--- src/rtl/hazard_pkg.sv ---
// Shared encodings and FSM state type for the pipeline hazard controller.
package hazard_pkg;

  localparam logic [1:0] FWD_RF      = 2'b00;
  localparam logic [1:0] FWD_W       = 2'b01;
  localparam logic [1:0] FWD_M       = 2'b10;
  localparam logic [1:0] RESULT_LOAD = 2'b01;
  localparam logic [7:0] WAIT_CNT_MAX = 8'd255;

  typedef enum logic {
    RUN  = 1'b0,
    WAIT = 1'b1
  } mem_state_e;

endpackage

--- src/rtl/hazard_ctrl_fwd_sel.sv ---
// Single-operand forwarding select: the M stage wins over W, and x0 is never forwarded.
module fwd_sel
  import hazard_pkg::*;
(
  input  logic [4:0] rs_e,
  input  logic [4:0] rd_m,
  input  logic       reg_write_m,
  input  logic [4:0] rd_w,
  input  logic       reg_write_w,
  output logic [1:0] fwd
);

  always_comb begin
    fwd = FWD_RF;
    if (reg_write_m && (rd_m != 5'd0) && (rd_m == rs_e)) begin
      fwd = FWD_M;
    end else if (reg_write_w && (rd_w != 5'd0) && (rd_w == rs_e)) begin
      fwd = FWD_W;
    end
  end

endmodule

--- src/rtl/hazard_ctrl.sv ---
// Pipeline hazard controller: forwarding, load-use stall, branch flush and memory-wait freeze.
// Optional watchdog enabled by defining MEM_TIMEOUT_EN (MemErr is tied to 0 otherwise).
module hazard_ctrl
  import hazard_pkg::*;
#(
  parameter int unsigned TIMEOUT_CYCLES = 16
) (
  input  logic       clk,
  input  logic       rst,
  input  logic [4:0] Rs1D,
  input  logic [4:0] Rs2D,
  input  logic [4:0] Rs1E,
  input  logic [4:0] Rs2E,
  input  logic [4:0] RdE,
  input  logic [4:0] RdM,
  input  logic [4:0] RdW,
  input  logic       RegWriteM,
  input  logic       RegWriteW,
  input  logic [1:0] ResultSrcE,
  input  logic       PCSrcE,
  input  logic       MemReqM,
  input  logic       MemReadyM,
  output logic [1:0] ForwardAE,
  output logic [1:0] ForwardBE,
  output logic       StallF,
  output logic       StallD,
  output logic       StallE,
  output logic       StallM,
  output logic       FlushD,
  output logic       FlushE,
  output logic       FlushW,
  output logic [7:0] WaitCnt,
  output logic       MemErr
);

  mem_state_e state_q, state_d;
  logic [7:0] wait_cnt_q, wait_cnt_d;
  logic       lw_stall;
  logic       freeze;

  fwd_sel u_fwd_a (
    .rs_e        (Rs1E),
    .rd_m        (RdM),
    .reg_write_m (RegWriteM),
    .rd_w        (RdW),
    .reg_write_w (RegWriteW),
    .fwd         (ForwardAE)
  );

  fwd_sel u_fwd_b (
    .rs_e        (Rs2E),
    .rd_m        (RdM),
    .reg_write_m (RegWriteM),
    .rd_w        (RdW),
    .reg_write_w (RegWriteW),
    .fwd         (ForwardBE)
  );

  assign lw_stall = (ResultSrcE == RESULT_LOAD) && (RdE != 5'd0) &&
                    ((RdE == Rs1D) || (RdE == Rs2D));
  assign freeze   = MemReqM && !MemReadyM;

  // A freeze holds every stage and bubbles W; a pending branch waits until it ends.
  always_comb begin
    StallF = lw_stall && !PCSrcE;
    StallD = lw_stall && !PCSrcE;
    StallE = 1'b0;
    StallM = 1'b0;
    FlushD = PCSrcE;
    FlushE = lw_stall || PCSrcE;
    FlushW = 1'b0;
    if (freeze) begin
      StallF = 1'b1;
      StallD = 1'b1;
      StallE = 1'b1;
      StallM = 1'b1;
      FlushD = 1'b0;
      FlushE = 1'b0;
      FlushW = 1'b1;
    end
  end

  always_comb begin
    state_d    = state_q;
    wait_cnt_d = wait_cnt_q;
    case (state_q)
      RUN: begin
        if (freeze) begin
          state_d    = WAIT;
          wait_cnt_d = 8'd1;
        end
      end
      WAIT: begin
        if (freeze) begin
          if (wait_cnt_q != WAIT_CNT_MAX) wait_cnt_d = wait_cnt_q + 8'd1;
        end else begin
          state_d = RUN;
        end
      end
    endcase
  end

  always_ff @(posedge clk or posedge rst) begin
    if (rst) begin
      state_q    <= RUN;
      wait_cnt_q <= 8'd0;
    end else begin
      state_q    <= state_d;
      wait_cnt_q <= wait_cnt_d;
    end
  end

  assign WaitCnt = wait_cnt_q;

`ifdef MEM_TIMEOUT_EN
  localparam logic [7:0] TIMEOUT_VAL = 8'(TIMEOUT_CYCLES);

  logic mem_err_q, mem_err_d;

  // The watchdog only reports; it never releases the freeze.
  always_comb begin
    mem_err_d = mem_err_q || ((state_q == WAIT) && (wait_cnt_q >= TIMEOUT_VAL));
  end

  always_ff @(posedge clk or posedge rst) begin
    if (rst) mem_err_q <= 1'b0;
    else     mem_err_q <= mem_err_d;
  end

  assign MemErr = mem_err_q;
`else
  assign MemErr = 1'b0;
`endif

endmodule

--- config.mk ---
export PLATFORM = sky130hd
export DESIGN_NAME = hazard_ctrl
export DESIGN_NICKNAME = d
export VERILOG_FILES = /design/src/rtl/hazard_pkg.sv /design/src/rtl/hazard_ctrl_fwd_sel.sv /design/src/rtl/hazard_ctrl.sv
export SDC_FILE = /design/constraint.sdc
export NUM_CORES = 1
export LEC_CHECK = 0
export ABC_AREA = 1
export BUFFER_PORTS_ARGS = -buffer_cell sky130_fd_sc_hd__buf_2
export CORE_MARGIN = 4
export CORE_UTILIZATION = 43
export CTS_CLUSTER_DIAMETER = 200
export CTS_CLUSTER_SIZE = 25
export DETAILED_ROUTE_END_ITERATION = 10
export PLACE_DENSITY = 0.79
export SLEW_MARGIN = 30
export SYNTH_ARGS = -nofsm -noshare
export SYNTH_HDL_FRONTEND = slang
export SYNTH_SLANG_ARGS = --single-unit
--- constraint.sdc ---
create_clock -name clk -period 1.55 [get_ports clk]
set_input_delay 0 -clock clk [delete_from_list [all_inputs] [get_ports clk]]
set_output_delay 0 -clock clk [all_outputs]
set_load 0.01 [all_outputs]
==> results.sh, run 1 <==
export IMPL_crit_fanout=10
export IMPL_power_frac_seq_pct=36.1
export IMPL_wl_per_cell_um=10.02
export IMPL_drt_total_wl_um=2635
export IMPL_cp_start_kind="register"
export IMPL_cts_tree="yes"
export IMPL_setup_tns_ps=0
export IMPL_synth_edf_count=0
export IMPL_cap_violations=0
export IMPL_dp_final_hpwl_um=2245
export IMPL_num_antenna_cells=0
export IMPL_fin_nets=281
export IMPL_num_rows=17
export IMPL_syn_area_mm2=0.001064
export IMPL_ff2ff_setup_slack_ps=110
export IMPL_grt_max_degree=11
export IMPL_cts_sinks=9
export IMPL_initial_core_util_pct=46.73
export IMPL_gp_congestion=0.7858
export IMPL_routed_via_density=4.574
export IMPL_avgSynthCellArea_um2=6.219
export IMPL_ioPinCount=64
export IMPL_rr_worst_depth=8
export IMPL_comb_power_share_pct=37.2
export IMPL_seq_area_frac_synth_pct=21.18
export IMPL_fmaxAchievable_mhz=695.4
export IMPL_peakVddDrop_v=0.0005662
export IMPL_first_pass_iters=4
export IMPL_clock_latency_ps=280
export IMPL_post_cts_resize_count=0
export IMPL_die_area_mm2=0.003333
export IMPL_synth_nets=216
export IMPL_power_leakage_nw=0.8038
export IMPL_clock_power_share_pct=26.7
export IMPL_cts_buffer_depth=2
export IMPL_holdPathStages=3
export IMPL_min_path_type="primary input to register"
export IMPL_power_switching_w=0.0002501
export IMPL_skew_ps=10.41
export IMPL_root_buffer="clkbuf_4"
export IMPL_setup_viol=0
export IMPL_rr_endpoint="WaitCnt[0]$_DFFE_PP0P_"
export IMPL_finalHoldViolCount=0
export IMPL_ctsHoldBuffers=2
export IMPL_drc=0
export IMPL_drive_gt1_share_pct=33.19
export IMPL_vias=1203
export IMPL_netlist_top_cells_count="44 x nand2_1, 24 x inv_1, 24 x nor2_1, 15 x xnor2_1, 13 x nand3_1"
export IMPL_port_buffers=62
export IMPL_core_area_mm2=0.002276
export IMPL_die_h_um=57.73
export IMPL_worstPathRequired_ps=1720
export IMPL_period_minus_slack_ps=1438
export IMPL_drv_slew=0
export IMPL_area_growth_pct=34.12
export IMPL_place_area_mm2=0.001379
export IMPL_postCtsSetupBuffers=0
export IMPL_worstPathArrival_ps=1610
export IMPL_worstHoldStart="MemReqM"
export IMPL_drtIter0Drc=33
export IMPL_cts_clk_slew_worst_paths_ps=70
export IMPL_grt_usage_pct=16.19
export IMPL_cts_buffers=3
export IMPL_rsz0062_at_grt="no"
export IMPL_crit_path_end_kind="register"
export IMPL_final_cell_area_mm2=0.001426
export IMPL_synth_area_leader_cell="dfrtp_1"
export IMPL_layout_worst_path_cycle_share_pct=92.78
export IMPL_synth_top_area_share_pct=21.18
export IMPL_synth_main_ff_cell="dfrtp_1"
export IMPL_critPathKind="register to register"
export IMPL_syn_inst=171
export IMPL_cts_htree_levels=1
export IMPL_grt_pass1_wl_um=4333
export IMPL_crit_reg2reg_launch="WaitCnt[1]$_DFFE_PP0P_"
export IMPL_p_int_w=0.0004664
export IMPL_synth_seq_cells=9
export IMPL_min_to="state_q$_DFF_PP0_"
export IMPL_async_reset_ff_share_pct=100.0
export IMPL_switching_share_pct=34.91
export IMPL_synth_cell_types=23
export IMPL_p_per_area_mw_per_mm2=502.3
export IMPL_ant_nets=0
export IMPL_grt_pass1_vias=1094
export IMPL_overflow=0
export IMPL_synthTopCellsByArea="dfrtp_1 21%, nand2_1 16%, xnor2_1 12%"
export IMPL_die_x_um=57.73
export IMPL_antenna_found_initial=0
export IMPL_yosysMostFrequentCell="nand2_1"
export IMPL_status="completed"
export IMPL_synth_yosys_warnings=0
[per-layer routing]
metal | wire (um) | track usage (%) | vias to the layer above | part of all wire, %
li1 | - | - | 649 | -
met1 | 1044 | 18.90 | 505 | 40
met2 | 1304 | 28.71 | 45 | 49
met3 | 262 | 4.677 | 4 | 9.9
met4 | 23 | 4.305 | 0 | 0.87
met5 | 0 | 0 | - | 0
[critical path, stage by stage, from the launching register on]
cell and delay (ps):
dfrtp_1 400, ha_1 230, nand2_2 80, nor3_2 220, nand2_2 90, nand2_4 130
inv_4 60, o21ai_2 60, o21ai_2 60
[stage by stage]
step	util (%)	hold slack, ps	worst slack, ps	total power, W	std cells
after floorplan	-	-172.1	199.8	0.0004143	171
after global placement	60.58	-22.30	206.0	0.0005242	257
after detailed placement	60.58	-22.70	136.8	0.0005273	257
after CTS	62.67	8.860	124.0	0.0007197	263
after global routing	62.67	43.60	17.95	0.0007656	263
final	62.67	11.66	111.9	0.0007165	263
[power by group through the flow]
stage | Clock [W] | Sequential (W) | Combinational (W)
final | 0.000191 | 0.000259 | 0.000267
after global placement | 0 | 0.000261 | 0.000263
after detailed placement | 0 | 0.000264 | 0.000264
after global routing | 0.000201 | 0.000261 | 0.000303
after floorplan | 0 | 0.000265 | 0.000150
after CTS | 0.000192 | 0.000259 | 0.000269
[flip-flops by register name, summed over array words and instances, names as in the netlist]
| name | cells |
|---|---|
| WaitCnt | 8 |
| state_q | 1 |
[cell type report]
class,instances,area [um2]
Timing Repair Buffer,64,330.3
Inverter,26,100.1
Clock inverter,1,5.005
Fill cell,218,849.6
Clock buffer,3,22.52
Tap cell,28,35.03
Sequential cell,9,225.2
Multi-Input combinational cell,132,708.2
[logic make-up (layout without fill, tap and decap cells)]
kind of cell | after synthesis | in the layout | synth area share (%)
AOI/OAI and AO/OA | 11 | 11 | 6.235
buffers and inverters | 30 | 94 | 12.24
other | 1 | 1 | 0.3526
xor gates and xnor gates | 24 | 24 | 19.77
and+or+nand+nor | 95 | 95 | 39.06
adders and majority gates | 1 | 1 | 1.176
DFF | 9 | 9 | 21.18
[worst max path at each step]
stage,cells past startpoint,to,startpoint,slack [ps]
after floorplan,8,WaitCnt[0]$_DFFE_PP0P_,WaitCnt[0]$_DFFE_PP0P_,200
after global placement,8,WaitCnt[0]$_DFFE_PP0P_,WaitCnt[1]$_DFFE_PP0P_,210
after detailed placement,8,WaitCnt[0]$_DFFE_PP0P_,WaitCnt[1]$_DFFE_PP0P_,140
after CTS,8,WaitCnt[0]$_DFFE_PP0P_,WaitCnt[1]$_DFFE_PP0P_,120
after global routing,8,WaitCnt[0]$_DFFE_PP0P_,WaitCnt[1]$_DFFE_PP0P_,20
final,8,WaitCnt[0]$_DFFE_PP0P_,WaitCnt[1]$_DFFE_PP0P_,110
[layout by cell type, fill, tap and decap left out]
cell            n
nand2_2         2
conb_1          1
inv_2           1
nand3b_1        1
a21oi_1         1
nor2_1         24
dfrtp_1         9
o21ai_2         3
ha_1            1
nor3_1          5
clkinv_2        1
dlygate4sd3_1   2
nand4_1         1
xor2_1          9
inv_1          24
nand2_1        44
nor3_2          2
xnor2_1        15
nor2_2          2
clkbuf_4        3
o21ai_0         4
nand2_4         1
nand3_1        13
inv_4           1
o21ai_1         3
buf_2          62
Power figures use the tool's default switching activity.
==> inputs of run 2 (changes only) <==
Settings changed: CORE_UTILIZATION 43 to 45, CTS_BUF_LIST set to sky130_fd_sc_hd__clkbuf_4, MAX_ROUTING_LAYER set to met4, PLACE_DENSITY 0.79 to 0.82.
==> run 2 against run 1 <==
Critical path type unchanged; utilization is 1.3 points higher; routed wire length is 2.9% higher; clock power up 11%; clock-buffer cell count grew 1.
==> results.sh, run 2 (synthesized netlist as in run 1, its figures left out) <==
export IMPL_drc=0
export IMPL_die_x_um=56.62
export IMPL_wl_met3_um=224
export IMPL_cp_buffers_inverters=1
export IMPL_p_per_area_mw_per_mm2=519.6
export IMPL_wl_per_cell_um=10.31
export IMPL_cts_clk_slew_worst_paths_ps=70
export IMPL_finalHoldViolCount=0
export IMPL_cp_start_kind="register"
export IMPL_overflow=0
export IMPL_top_layer="met4"
export IMPL_die_area_mm2=0.003205
export IMPL_area_growth_pct=34.35
export IMPL_largest_reg_flops=8
export IMPL_fmaxAchievable_mhz=672.5
export IMPL_final_common_cell="buf_2"
export IMPL_clock_latency_ps=270
export IMPL_crit_path_end_kind="register"
export IMPL_worstPathArrival_ps=1650
export IMPL_setup_tns_ps=0
export IMPL_final_core_util_pct=63.98
export IMPL_grt_pass1_wl_um=4581
export IMPL_crit_family="simple AND/OR/NAND/NOR gates"
export IMPL_postCtsSetupBuffers=0
export IMPL_num_antenna_cells=0
export IMPL_grt_usage_pct=18.31
export IMPL_min_path_type="primary input to register"
export IMPL_cts_tree="yes"
export IMPL_multi_input_area_um2=708.2
export IMPL_fin_nets=281
export IMPL_ioPinCount=64
export IMPL_holdPathStages=3
export IMPL_setup_ws_ps=63.12
export IMPL_worstHoldStart="MemReqM"
export IMPL_routed_via_density=4.551
export IMPL_drv_slew=0
export IMPL_root_buffer="clkbuf_4"
export IMPL_seqCellArea_um2=225.2
export IMPL_initial_core_util_pct=47.62
export IMPL_min_to="state_q$_DFF_PP0_"
export IMPL_first_pass_iters=4
export IMPL_die_h_um=56.62
export IMPL_crit_fanout=10
export IMPL_critical_path_cell_chain="ha_1 -> nand2_2 -> nor3_2 -> nand2_2 -> nand2_4 -> inv_4 -> o21ai_2 -> o21ai_2"
export IMPL_cts_sinks=9
export IMPL_grt_pass1_vias=1118
export IMPL_layout_worst_path_cycle_share_pct=95.93
export IMPL_max_stage_delay_ps=420
export IMPL_rr_endpoint="WaitCnt[0]$_DFFE_PP0P_"
export IMPL_dp_slack_ps=105.8
export IMPL_dp_final_hpwl_um=2288
export IMPL_drtIter0Drc=41
export IMPL_core_area_mm2=0.002233
export IMPL_ant_nets=0
export IMPL_peakVddDrop_v=0.0004017
export IMPL_ff2ff_setup_slack_ps=60
export IMPL_cts_buffers=3
export IMPL_rsz0062_at_grt="no"
export IMPL_grt_max_degree=11
export IMPL_power_leakage_nw=0.8045
export IMPL_drt_total_wl_um=2712
export IMPL_num_rows=17
export IMPL_cts_buffer_depth=2
export IMPL_period_minus_slack_ps=1487
export IMPL_fillCellCount=230
export IMPL_cts_htree_levels=1
export IMPL_met1_length_um=1147
export IMPL_status="completed"
export IMPL_vias=1197
export IMPL_port_buffers=62
export IMPL_crit_slowest_cell="dfrtp_1"
export IMPL_rr_worst_depth=8
export IMPL_antenna_found_initial=0
export IMPL_met2_length_um=1308
export IMPL_worstPathRequired_ps=1710
export IMPL_cap_violations=0
export IMPL_setup_viol=0
export IMPL_critPathKind="register to register"
export IMPL_crit_reg2reg_launch="WaitCnt[0]$_DFFE_PP0P_"
export IMPL_gp_congestion=0.8653
export IMPL_layout_common_cells="62 x buf_2, 44 x nand2_1, 24 x inv_1, 24 x nor2_1, 15 x xnor2_1"
export IMPL_drive_gt1_share_pct=33.19
export IMPL_skew_ps=1.755
## run 2: cell types whose count changed in the layout (fill, tap and decap cells not counted)
cell,delta
clkbuf_4,+1
clkinv_2,-1
## run 2: how the worst max path moves through the flow
stage | start | end | slack, ps | cells after the start
final | WaitCnt[0]$_DFFE_PP0P_ | WaitCnt[0]$_DFFE_PP0P_ | 60 | 8
after global routing | WaitCnt[0]$_DFFE_PP0P_ | WaitCnt[0]$_DFFE_PP0P_ | 10 | 8
after CTS | WaitCnt[0]$_DFFE_PP0P_ | WaitCnt[0]$_DFFE_PP0P_ | 70 | 8
after detailed placement | WaitCnt[0]$_DFFE_PP0P_ | WaitCnt[0]$_DFFE_PP0P_ | 110 | 8
after global placement | WaitCnt[0]$_DFFE_PP0P_ | WaitCnt[0]$_DFFE_PP0P_ | 220 | 8
after floorplan | WaitCnt[0]$_DFFE_PP0P_ | WaitCnt[0]$_DFFE_PP0P_ | 200 | 8
## run 2: layout make-up
class | count | area share [%]
multi-input cells | 132 | 49.56
repair buffers | 64 | 23.12
flip-flops and latches | 9 | 15.76
inverters | 26 | 7.005
well taps | 28 | 2.452
clock buffers | 4 | 2.102
## run 2: power breakdown
group	total, W	switching, W	internal [W]	leakage (nW)
sequential	0.000260	0.0000148	0.000245	0.121
combinational	0.000271	0.000144	0.000126	0.665
clock	0.000212	0.0000946	0.000117	0.0184
## run 2: per-stage QoR
| stage | total power, W | area [um2] | cells | hold WS, ps |
|---|---|---|---|---|
| 6_report | 0.0007425 | 1429 | 263 | 22.32 |
| 5_1_grt | 0.0008006 | 1429 | 263 | 37.18 |
| 4_1_cts | 0.0007452 | 1429 | 263 | 22.51 |
| 3_5_place_dp | 0.0005322 | 1379 | 257 | -12.25 |
| 3_3_place_gp | 0.0005235 | 1379 | 257 | -17.66 |
| 2_1_floorplan | 0.0004143 | 1064 | 171 | -172.1 |
## run 2: worst min-delay path: cells and delay by family
kind / cells / cell delay, ps
and+or+nand+nor: 1 / 90
buffers and inverters: 2 / 150
## run 2: routing by layer
metal	global-route usage [%]	vias up
li1	-	653
met1	21.62	494
met2	31.02	44
met3	4.138	6
met4	5.085	0
met5	-	-
## run 2: timing repair
action	CTS	global route
gates resized for setup	0	0
hold buffers	2	0
endpoints found under the hold margin	10	0
